**src/rtl/water_level_pkg.sv**
```systemverilog
// rtl/water_level_pkg.sv - shared FSM states, level encodings and pattern check
package water_level_pkg;

   typedef enum logic [1:0] {INIT, RUN, HOLD, FAULT} state_e;

   // Level patterns are {low, mid, high}; a wetter probe implies every lower probe is wet.
   localparam logic [2:0] LVL_EMPTY = 3'b000;
   localparam logic [2:0] LVL_LOW   = 3'b100;
   localparam logic [2:0] LVL_MID   = 3'b110;
   localparam logic [2:0] LVL_FULL  = 3'b111;

   function automatic logic is_valid_level(input logic [2:0] lvl);
      return (lvl == LVL_EMPTY) || (lvl == LVL_LOW) || (lvl == LVL_MID) || (lvl == LVL_FULL);
   endfunction

endpackage

```
**src/rtl/probe_debouncer.sv**
```systemverilog
// rtl/probe_debouncer.sv - two-flop synchroniser plus debounce filter for one probe
module probe_debouncer
   import water_level_pkg::*;
#(
   parameter int DEBOUNCE_CYCLES = 4
) (
   input  logic clk,
   input  logic reset,
   input  logic raw_i,
   output logic stable_o
);

   localparam int CW = $clog2(DEBOUNCE_CYCLES);

   logic          sync1_q;
   logic          sync2_q;
   logic          stable_q;
   logic [CW-1:0] cnt_q;

   // The stable value only moves after DEBOUNCE_CYCLES back-to-back disagreeing samples.
   always_ff @(posedge clk) begin
      if (reset) begin
         sync1_q  <= 1'b0;
         sync2_q  <= 1'b0;
         stable_q <= 1'b0;
         cnt_q    <= '0;
      end else begin
         sync1_q <= raw_i;
         sync2_q <= sync1_q;
         if (sync2_q == stable_q) begin
            cnt_q <= '0;
         end else if (cnt_q == CW'(DEBOUNCE_CYCLES - 1)) begin
            stable_q <= sync2_q;
            cnt_q    <= '0;
         end else begin
            cnt_q <= cnt_q + 1'b1;
         end
      end
   end

   assign stable_o = stable_q;

endmodule

```
**src/rtl/water_level_sensor_conditioner.sv**
```systemverilog
// rtl/water_level_sensor_conditioner.sv - debounced, consistency-checked tank level for the pump controller
module water_level_sensor_conditioner
   import water_level_pkg::*;
#(
   parameter int DEBOUNCE_CYCLES = 4,
   parameter int FAULT_CYCLES    = 8
) (
   input  logic clk,
   input  logic reset,
   input  logic probe_low_raw,
   input  logic probe_mid_raw,
   input  logic probe_high_raw,
   output logic low,
   output logic mid,
   output logic high,
   output logic level_valid,
   output logic level_change,
   output logic sensor_fault
);

   localparam int IW = $clog2(DEBOUNCE_CYCLES + 2);
   localparam int FW = $clog2(FAULT_CYCLES);

   logic [2:0]    lvl_s;
   logic          lvl_ok;
   state_e        state_q, state_d;
   logic [IW-1:0] init_cnt_q, init_cnt_d;
   logic [FW-1:0] bad_cnt_q, bad_cnt_d;
   logic [2:0]    out_q, out_d;
   logic          change_q;

   probe_debouncer #(.DEBOUNCE_CYCLES(DEBOUNCE_CYCLES)) u_deb_low (
      .clk(clk), .reset(reset), .raw_i(probe_low_raw),  .stable_o(lvl_s[2]));
   probe_debouncer #(.DEBOUNCE_CYCLES(DEBOUNCE_CYCLES)) u_deb_mid (
      .clk(clk), .reset(reset), .raw_i(probe_mid_raw),  .stable_o(lvl_s[1]));
   probe_debouncer #(.DEBOUNCE_CYCLES(DEBOUNCE_CYCLES)) u_deb_high (
      .clk(clk), .reset(reset), .raw_i(probe_high_raw), .stable_o(lvl_s[0]));

   assign lvl_ok = is_valid_level(lvl_s);

   always_ff @(posedge clk) begin
      if (reset) begin
         state_q    <= INIT;
         init_cnt_q <= '0;
         bad_cnt_q  <= '0;
         out_q      <= LVL_EMPTY;
         change_q   <= 1'b0;
      end else begin
         state_q    <= state_d;
         init_cnt_q <= init_cnt_d;
         bad_cnt_q  <= bad_cnt_d;
         out_q      <= out_d;
         change_q   <= (out_d != out_q);
      end
   end

   // INIT waits long enough for the synchronisers and debouncers to settle from reset.
   always_comb begin
      state_d    = state_q;
      init_cnt_d = init_cnt_q;
      bad_cnt_d  = bad_cnt_q;
      case (state_q)
         INIT: begin
            if (init_cnt_q == IW'(DEBOUNCE_CYCLES + 1)) begin
               state_d    = lvl_ok ? RUN : HOLD;
               init_cnt_d = '0;
            end else begin
               init_cnt_d = init_cnt_q + 1'b1;
            end
         end
         RUN: begin
            bad_cnt_d = '0;
            if (!lvl_ok) state_d = HOLD;
         end
         HOLD: begin
            if (lvl_ok) begin
               state_d   = RUN;
               bad_cnt_d = '0;
            end else if (bad_cnt_q == FW'(FAULT_CYCLES - 1)) begin
               state_d = FAULT;
            end else begin
               bad_cnt_d = bad_cnt_q + 1'b1;
            end
         end
         default: state_d = FAULT;
      endcase
   end

   // Outputs load on the edge the FSM commits to RUN/FAULT so flags and level move together.
   always_comb begin
      out_d = out_q;
      if (state_d == FAULT)    out_d = LVL_FULL;
      else if (state_d == RUN) out_d = lvl_s;
      level_valid  = (state_q == RUN) || (state_q == HOLD);
      sensor_fault = (state_q == FAULT);
   end

   assign low          = out_q[2];
   assign mid          = out_q[1];
   assign high         = out_q[0];
   assign level_change = change_q;

endmodule

```
**config.mk**
```make
export PLATFORM = sky130hd
export DESIGN_NAME = water_level_sensor_conditioner
export DESIGN_NICKNAME = d
export VERILOG_FILES = /design/src/rtl/water_level_pkg.sv /design/src/rtl/probe_debouncer.sv /design/src/rtl/water_level_sensor_conditioner.sv
export SDC_FILE = /design/constraint.sdc
export NUM_CORES = 1
export LEC_CHECK = 0
export BUFFER_PORTS_ARGS = -buffer_cell sky130_fd_sc_hd__buf_2
export CAP_MARGIN = 20
export CORE_MARGIN = 2
export CORE_UTILIZATION = 50
export DETAILED_ROUTE_END_ITERATION = 7
export GPL_TIMING_DRIVEN = 1
export PLACE_DENSITY = 0.69
export SLEW_MARGIN = 20
export SYNTH_ARGS = -nofsm -noshare
export SYNTH_HDL_FRONTEND = slang
export SYNTH_HIERARCHICAL = 1
export SYNTH_SLANG_ARGS = --single-unit
```
**constraint.sdc**
```tcl
create_clock -name clk -period 2.03 [get_ports clk]
set_input_delay 0.1015 -clock clk [delete_from_list [all_inputs] [get_ports clk]]
set_output_delay 0.1015 -clock clk [all_outputs]
set_load 0.05 [all_outputs]
```
==> impl_metrics.tcl, run 1 <==
set metrics [dict create \
    synth.area.top_cells "dfxtp_1, ha_1, mux2i_1" \
    cts_tree "done" \
    synth_compound_gate_area_share 0.1603 \
    wl_per_cell_um 12.68 \
    crit_start "bad_cnt_q[0]" \
    rr_worst_depth 7 \
    synth_xor_xnor_area_share 0.04106 \
    hold_viol 0 \
    firstDrtPassIters 4 \
    start_kind "flip-flop" \
    synth_top_family_by_area "simple AND/OR/NAND/NOR gates" \
    finalCritPeriodShare 0.9479 \
    crit_arrival_ns 2.20 \
    io_buffer_count 10 \
    rrSetupSlack_ns 0.11 \
    routabilityCongestion 0.7158 \
    endpoint "level_change" \
    synthFlopType "dfxtp_1" \
    syn_area_um2 1280 \
    place_hpwl_um 1665 \
    synth_top_area_share 0.4223 \
    syn_nets 134 \
    path_class "reg2reg" \
    postSynthAreaPerCell_um2 10.67 \
    synth_cells 120 \
    maxCapViolCount 0 \
    muxShareOfSynthArea 0.05865 \
    cts_buffers 3 \
    rsz0062_at_grt "no" \
    tightest_slew_ns 0.4723 \
    worst-path-max-fanout 4 \
    yosys.area_share.simple 0.2121 \
    grt_pass1_vias 872 \
    cp_common_cell "o21a_1" \
    vias 920 \
    antenna_cells 0 \
    async_flop_share 0 \
    die_y_um 54.60 \
    clk-insertion-delay-late_ns 0.32 \
    wl_um 2181 \
    start_util 0.5214 \
    cp_data_required_time_ns 2.31 \
    slew_viol_final 0 \
    synth_cell_types 36 \
    syn2layout_area_growth_pct 15.93 \
    r2r_end "level_change" \
    grt_pass1_wl_um 3608 \
    final_util 0.6045 \
    cts_buffer_depth 2 \
    ys_ff_latch 27 \
    power.leakage_nw 0.6483 \
    hold_class "in2reg" \
    nNetsFinal 157 \
    totalNegativeSetupSlack_ns 0 \
    clockRootBuffer "clkbuf_4" \
    cts_setup_buffers 0 \
    ys_warn_count 6 \
    vdd_drop_max_mv 0.5425 \
    end_kind "flip-flop" \
    die-area_um2 2981 \
    p_per_area_nw_per_um2 574.3 \
    grt_overflow 0 \
    grt_max_degree 27 \
    drc 0 \
    clock_skew_ns 0.006166 \
    final_area_um2 1484 \
    h-tree-depth 1 \
    drtIter0Drc 11 \
    die_w_um 54.60 \
    slew_headroom 0.6851 \
    r2r_start "bad_cnt_q[0]" \
    ys_seq_area_frac 0.4223 \
    cp_cell_sequence "ha_1 -> ha_2 -> o21a_1 -> a221oi_4 -> mux2_4 -> a221oi_2 -> o21a_1" \
    slowest_stage "dfxtp_2" \
    max_freq_mhz 519.7 \
    layout_setup_ws_ns 0.1057 \
    fin_crit_ns 1.924 \
    placed_cell_area_um2 1409 \
    clkTransAtPathRegs_ns 0.14 \
    track_usage 0.1717 \
    cts_sinks 27 \
    synth_fa_ha_area_frac 0.08798 \
    drive_above_1_share 0.2535 \
    antenna_found_initial 0 \
    postRouteAntennaNets 0 \
    status "completed" \
    ioPinCount 11 \
    max_stage_delay_ns 0.35 \
    rows 18 \
    core-area_um2 2455 \
    synth-edff-count 0 \
    dpl_worst_slack_ns 0.002293 \
    via_per_inst 5.349 \
    setup_violations 0 \
    synth_largest_area_cell "dfxtp_1" \
]
## layer usage
| layer | global-route usage | up-vias | share of wire |
|---|---|---|---|
| met5 | 0 | - | 0 |
| met4 | 0.1000 | 0 | 0.021 |
| met3 | 0.01639 | 4 | 0.016 |
| met2 | 0.3135 | 13 | 0.50 |
| met1 | 0.1902 | 433 | 0.46 |
| li1 | - | 470 | - |
## layout make-up
type	count	area [µm²]
Multi-Input combinational cell	87	732.0
Clock inverter	1	5.005
Clock buffer	3	22.52
Tap cell	30	37.54
Inverter	5	18.77
Timing Repair Buffer	19	125.1
Sequential cell	27	543.0
Fill cell	215	970.9
## power breakdown
part / leakage, nW / switching (mW) / internal (mW)
Sequential: 0.221 / 0.0122 / 0.545
Clock: 0.0177 / 0.150 / 0.0739
Combinational: 0.410 / 0.0381 / 0.0326
## cells in the final DEF, fill, tap and decap left out, types with 2 or more instances in the layout
master and instances:
nor3b_1 3, nor4_1 3, xor2_1 2, dfxtp_1 25, a21oi_1 2, o21a_1 2
a22oi_1 2, nor2b_1 6, mux2i_1 6, a221oi_4 2, nand2_1 5, a211oi_1 2
a21o_1 3, xnor2_1 4, ha_1 7, buf_4 6, dlygate4sd3_1 3, nand3b_1 2
inv_1 5, clkbuf_4 3, dfxtp_2 2, nor2_1 15, nor4b_2 3, buf_2 10
## how the worst min path moves through the flow
stage | startpoint | endpoint | slack [ns] | depth (start not counted)
global placement | probe_low_raw | u_deb_low/sync1_q | 0.31 | 2
global route | reset | bad_cnt_q[0] | 0.22 | 2
detailed placement | probe_high_raw | u_deb_high/sync1_q | 0.32 | 2
finish | reset | u_deb_mid/stable_o | 0.20 | 2
floorplan | reset | u_deb_high/sync1_q | 0.17 | 1
CTS | reset | u_deb_mid/stable_o | 0.20 | 2
## what timing repair did
item / in CTS / in global routing
resized for setup: 1 / 4
endpoints found under the setup margin: 3 / 3
hold endpoints to repair: 3 / 0
pin swaps: 0 / 3
hold buffers: 3 / 0
## state kept, by name (all words and copies together), names as in the netlist, 2 cells and up
register,count
u_deb_high/cnt_q,2
init_cnt_q,3
out_q,3
u_deb_mid/cnt_q,2
u_deb_low/cnt_q,2
state_q,2
bad_cnt_q,3
## Yosys cell counts, drive strengths merged (2+ instances only)
library cell  number
o21a               2
and2               2
nand3b             2
o21ai              2
nor4               3
nand2              5
a22oi              2
a221oi             3
mux2i              6
a211oi             3
nor2b              6
xnor2              4
dfxtp             27
xor2               2
nor3b              3
inv                5
a21o               3
a21oi              2
nor2              15
nor4b              3
ha                 9
## critical path, delay by kind of cell, from the launching register on
kind,cells,cell delay [ns]
AOI/OAI and AO/OA,4,0.83
adders and majority gates,2,0.38
DFF,1,0.35
muxes,1,0.32
## logic make-up after synthesis
group	count (synthesis)
AND/OR/NAND/NOR	45
multiplexers	7
adder cells (fa/ha/maj)	9
XOR/XNOR	6
buffers and inverters	6
flip-flops	27
AO/OA/AOI/OAI	20
## stage by stage
step / power, mW / instances / hold slack, ns
global route: 0.8879 / 172 / 0.2234
global placement: 0.6309 / 165 / 0.3098
floorplan: 0.6143 / 120 / 0.1731
finish: 0.8522 / 172 / 0.1975
CTS: 0.8594 / 172 / 0.1953
detailed placement: 0.6351 / 165 / 0.3189
Note: power is estimated with default switching activity, not from simulation.
==> inputs of run 2 (changes only) <==
Settings changed: PLACE_DENSITY 0.69 to 0.7, SYNTH_HIERARCHICAL 1 to unset.
==> run 2 against run 1 <==
Net effect: non-clock buffer count is 5 lower; register-to-register slack hardly changed; clock-buffer cell count stayed put; clock skew is 0.0047 ns lower; design area is 9.3% lower; synthesized cell count is 5.8% higher; power is 18% higher; die area is 6.0% lower; critical path type unchanged; highest routed layer unchanged.
==> impl_metrics.tcl, run 2 <==
set metrics [dict create \
    nNetsFinal 158 \
    cts_setup_buffers 0 \
    wl_um 1876 \
    final_area_um2 1346 \
    start_kind "flip-flop" \
    synth-edff-count 0 \
    vdd_drop_max_mv 0.5592 \
    slowest_stage "dfxtp_1" \
    max_freq_mhz 519.7 \
    yosys.cell_count.top_type "dfxtp_1" \
    seqCellArea_um2 543.0 \
    rrSetupSlack_ns 0.11 \
    slew_headroom 0.7408 \
    whs_ns 0.1426 \
    power.leakage_nw 0.5724 \
    rows 17 \
    synth_largest_area_cell "dfxtp_1" \
    synth_top_area_share 0.4514 \
    cts_sinks 27 \
    firstDrtPassIters 2 \
    r2r_end "level_change" \
    cp_common_cell "ha_1" \
    max_stage_delay_ns 0.36 \
    status "completed" \
    multiInputGateArea_um2 623.1 \
    async_flop_share 0 \
    fin_crit_ns 1.924 \
    clkTransAtPathRegs_ns 0.15 \
    maxCapViolCount 0 \
    grt_max_degree 24 \
    synth_common_cells "dfxtp_1, nor2_1, ha_1" \
    ioPinCount 11 \
    cts_tree "done" \
    wl_per_cell_um 10.97 \
    cts_buffers 3 \
    routabilityCongestion 0.8471 \
    ys_warn_count 0 \
    ys_seq_area_frac 0.4514 \
    synth_cells 127 \
    postSynthAreaPerCell_um2 9.428 \
    syn_nets 141 \
    top_regs "bad_cnt_q x3, init_cnt_q x3, out_q x3" \
    finalCritPeriodShare 0.9479 \
    tightest_slew_ns 0.3888 \
    p_per_area_nw_per_um2 746.9 \
    h-tree-depth 1 \
    syn_area_um2 1197 \
    vias 851 \
    cts_buffer_depth 2 \
    dpl_worst_slack_ns 0.1521 \
    synth_cell_types 33 \
    setup_violations 0 \
    die_y_um 52.94 \
    start_util 0.5361 \
    rr_worst_depth 7 \
    track_usage 0.1624 \
    crit_start "bad_cnt_q[0]" \
    grt_overflow 0 \
    end_kind "flip-flop" \
    drtIter0Drc 2 \
    postRouteAntennaNets 0 \
    totalNegativeSetupSlack_ns 0 \
    die_w_um 52.94 \
    hold_viol 0 \
    rsz0062_at_grt "no" \
    clockRootBuffer "clkbuf_4" \
    io_buffer_count 10 \
    crit_arrival_ns 2.21 \
    core-area_um2 2233 \
    cp_data_required_time_ns 2.32 \
    syn2layout_area_growth_pct 12.43 \
    via_per_inst 4.977 \
    hold_class "in2reg" \
    final_cell_mix "nor2_1, dfxtp_1, buf_2" \
    path_class "reg2reg" \
    synthFlopType "dfxtp_1" \
    drive_above_1_share 0.1748 \
    placed_cell_area_um2 1282 \
    antenna_found_initial 0 \
    n_fill_cell 192 \
    clock_skew_ns 0.001470 \
    grt_pass1_vias 800 \
    r2r_start "bad_cnt_q[0]" \
    cp_cell_sequence "ha_1 -> ha_1 -> nor2_1 -> o211ai_2 -> o311a_1 -> or3_1 -> a21boi_1" \
    place_hpwl_um 1313 \
    synth.area.top_cells "dfxtp_1, ha_1, nor2_1" \
    slew_viol_final 0 \
    ys_ff_latch 27 \
    antenna_cells 0 \
    layout_setup_ws_ns 0.1057 \
    worst-path-max-fanout 5 \
    drc 0 \
    clk-insertion-delay-late_ns 0.34 \
    die-area_um2 2802 \
    grt_pass1_wl_um 3298 \
    endpoint "level_change" \
]
run 2: cell count changes after synthesis, moves of 2 or more:
cell      before  now
a21o_1         3    0
a221oi_4       2    0
a31oi_1        0    2
inv_1          5    7
mux2i_1        6    3
nand2_1        5    1
nand3b_1       2    0
nor2_1        15   25
nor3_1         1    7
nor4_1         3    0
nor4b_2        3    0
o21a_1         2    0
o21ai_0        1    3
or3_1          0    4
run 2: cell families after synthesis:
family          share of synthesized area
compound gates                     0.1160
mux                               0.02508
fa+ha+maj                         0.09405
buf+inv                           0.02822
flops                              0.4514
simple gates                       0.2487
xor+xnor                          0.03657
run 2: per-layer routing:
metal / vias to the layer above / global-route usage / share of wire
met5: - / 0 / 0
met4: 0 / 0.08974 / 0.024
met3: 5 / 0.03390 / 0.029
met2: 9 / 0.2583 / 0.43
met1: 370 / 0.2035 / 0.51
li1: 467 / - / -
run 2: worst min-delay path by stage:
stage / to / startpoint / slack [ns] / cells after the start
after floorplan: state_q[0] / reset / 0.18 / 1
after global placement: u_deb_mid.sync1_q / probe_mid_raw / 0.32 / 2
after detailed placement: u_deb_high.sync1_q / probe_high_raw / 0.32 / 2
after CTS: bad_cnt_q[1] / reset / 0.14 / 2
after global routing: u_deb_low.stable_o / reset / 0.15 / 2
final: bad_cnt_q[1] / reset / 0.14 / 2
run 2: per-stage QoR:
step                      power [mW]    util  std cells
after global routing           1.057  0.6028        171
after global placement        0.7533  0.5742        164
after CTS                      1.017  0.6017        171
after detailed placement      0.7567  0.5742        164
final                          1.006  0.6028        171
after floorplan               0.7250       -        127
run 2: timing repair:
| action | 4_1_cts | 5_1_grt |
|---|---|---|
| hold endpoints to repair | 3 | 0 |
| gates resized for setup | 0 | 2 |
| endpoints found under the setup margin | 0 | 3 |
| hold buffers | 3 | 0 |
run 2: layout make-up:
type	count	share of cell area
Timing Repair Buffer	14	0.06506
Sequential cell	27	0.4033
Tap cell	28	0.02602
Clock inverter	1	0.006506
Multi-Input combinational cell	91	0.4628
Inverter	7	0.01952
Clock buffer	3	0.01673
run 2: report_power, final:
group	internal [mW]	total [mW]	switching (mW)
clock	0.0808	0.255	0.175
combinational	0.0624	0.166	0.104
sequential	0.559	0.584	0.0248
total	0.703	1.01	0.303
run 2: critical path, delay by kind of cell (launching register included):
| kind | cells | cell delay, ns |
|---|---|---|
| AOI/OAI and AO/OA | 3 | 0.61 |
| adders and majority gates | 2 | 0.44 |
| DFF | 1 | 0.36 |
| and+or+nand+nor | 2 | 0.46 |
==> inputs of run 3 (changes only) <==
Settings changed: CELL_PAD_IN_SITES_DETAIL_PLACEMENT set to 1, CELL_PAD_IN_SITES_GLOBAL_PLACEMENT set to 2, CORE_UTILIZATION 50 to 32, CTS_CLUSTER_SIZE set to 25.
==> run 3 against run 2 <==
Net effect: first-iteration DRC count grew to 6.5 times the previous value; largest power group unchanged; routed wire length up 28%; clock-buffer cell count is the same; worst hold slack lost 0.11 ns; global-route usage fell by 3.2 points.
==> impl_metrics.tcl, run 3 (synthesis gave the netlist of run 2 again) <==
set metrics [dict create \
    die_y_um 65.17 \
    fin_crit_ns 1.889 \
    placed_cell_area_um2 1315 \
    wl_per_cell_um 12.74 \
    cts_setup_buffers 0 \
    layout_setup_ws_ns 0.1411 \
    rsz0062_at_grt "no" \
    wl_um 2408 \
    max_freq_mhz 529.4 \
    r2r_start "bad_cnt_q[0]" \
    grt_max_degree 24 \
    cts_tree "done" \
    drive_above_1_share 0.2057 \
    drc 0 \
    max_stage_delay_ns 0.35 \
    cts_buffer_depth 2 \
    firstDrtPassIters 2 \
    ioPinCount 11 \
    crit_arrival_ns 2.11 \
    setup_violations 0 \
    via_per_inst 4.836 \
    whs_ns 0.03075 \
    grt_pass1_wl_um 4243 \
    syn2layout_area_growth_pct 14.63 \
    core-area_um2 3633 \
    crit_start "bad_cnt_q[0]" \
    cp_data_required_time_ns 2.25 \
    clkTransAtPathRegs_ns 0.10 \
    clk-insertion-delay-late_ns 0.28 \
    cts_sinks 27 \
    drtIter0Drc 13 \
    antenna_cells 0 \
    worst-path-max-fanout 5 \
    dp_cells 185 \
    track_usage 0.1304 \
    vias 914 \
    final_cell_mix "nor2_1, dfxtp_1, buf_2" \
    top_regs "bad_cnt_q x3, init_cnt_q x3, out_q x3" \
    nNetsFinal 156 \
    total_power_mw 1.066 \
    finalCritPeriodShare 0.9305 \
    slew_headroom 0.7239 \
    end_kind "flip-flop" \
    multiInputGateArea_um2 628.1 \
    postRouteAntennaNets 0 \
    vdd_drop_max_mv 0.3720 \
    cp_num_buf_inv 0 \
    die-area_um2 4247 \
    fin_cells 189 \
    clock_skew_ns 0.003804 \
    start_util 0.3295 \
    hold_class "in2reg" \
    n_fill_cell 447 \
    cp_cell_sequence "ha_1 -> ha_2 -> nor2_2 -> o211ai_2 -> o311a_1 -> or3_1 -> a21boi_1" \
    min_from "probe_low_raw" \
    grt_pass1_vias 972 \
    place_hpwl_um 1826 \
    tightest_slew_ns 0.4141 \
    antenna_found_initial 0 \
    path_delay_family "compound AO/OA/AOI/OAI gates" \
    maxCapViolCount 0 \
    final_area_um2 1373 \
    rows 22 \
    path_class "reg2reg" \
    die_w_um 65.17 \
    start_kind "flip-flop" \
    dpl_worst_slack_ns 0.04823 \
    io_buffer_count 10 \
    seqCellArea_um2 544.3 \
    slew_viol_final 0 \
    final_util 0.3778 \
    totalNegativeSetupSlack_ns 0 \
    h-tree-depth 1 \
    slowest_stage "o311a_1" \
    hold_viol 0 \
    routabilityCongestion 0.7470 \
    clockRootBuffer "clkbuf_8" \
    p_per_area_nw_per_um2 776.9 \
    status "completed" \
    power.leakage_nw 0.5670 \
    cts_buffers 3 \
    grt_overflow 0 \
]
## run 3: cell types whose count changed in the layout (fill, tap and decap cells not counted), sizes merged
cell         change
dlygate4sd3      -3
clkinvlp         +1
buf              +1
inv              -1
## run 3: final cells by class
cell class,count,share of cell area
Timing Repair Buffer,12,0.04740
Sequential cell,27,0.3965
Clock inverter,1,0.005469
Multi-Input combinational cell,91,0.4576
Clock buffer,3,0.03008
Inverter,7,0.01914
Tap cell,48,0.04376
## run 3: metal layers
layer  up-vias  share of wire  GRT usage
met5         -              0          0
met4         0          0.014    0.06250
met3         4          0.019    0.02055
met2         8           0.49     0.2219
met1       445           0.48     0.1601
li1        457              -          -
## run 3: where the power goes
group	switching [mW]	leakage [nW]	internal (mW)
Sequential	0.0262	0.221	0.559
Combinational	0.108	0.324	0.0589
Clock	0.175	0.0217	0.140
Total	0.309	0.567	0.757
## run 3: final timing paths
path | end | slack [ns] | cells after the start
worst max-delay path | level_change | 0.14 | 7
worst min-delay path | u_deb_low.sync1_q | 0.03 | 2
worst max register to register | level_change | 0.14 | 7
worst min register to register | u_deb_low.cnt_q[0] | 0.43 | 1
## run 3: what timing repair did
| item | in CTS | in global routing |
|---|---|---|
| resized for setup | 0 | 5 |
| hold buffers | 0 | 0 |
| endpoints found under the setup margin | 0 | 1 |
| endpoints found under the hold margin | 0 | 0 |
## run 3: worst reg2reg max path, cell delays in order (launching register included)
cell and delay, ns:
dfxtp_1 0.34, ha_1 0.20, ha_2 0.21, nor2_2 0.14, o211ai_2 0.14, o311a_1 0.35
or3_1 0.32, a21boi_1 0.14
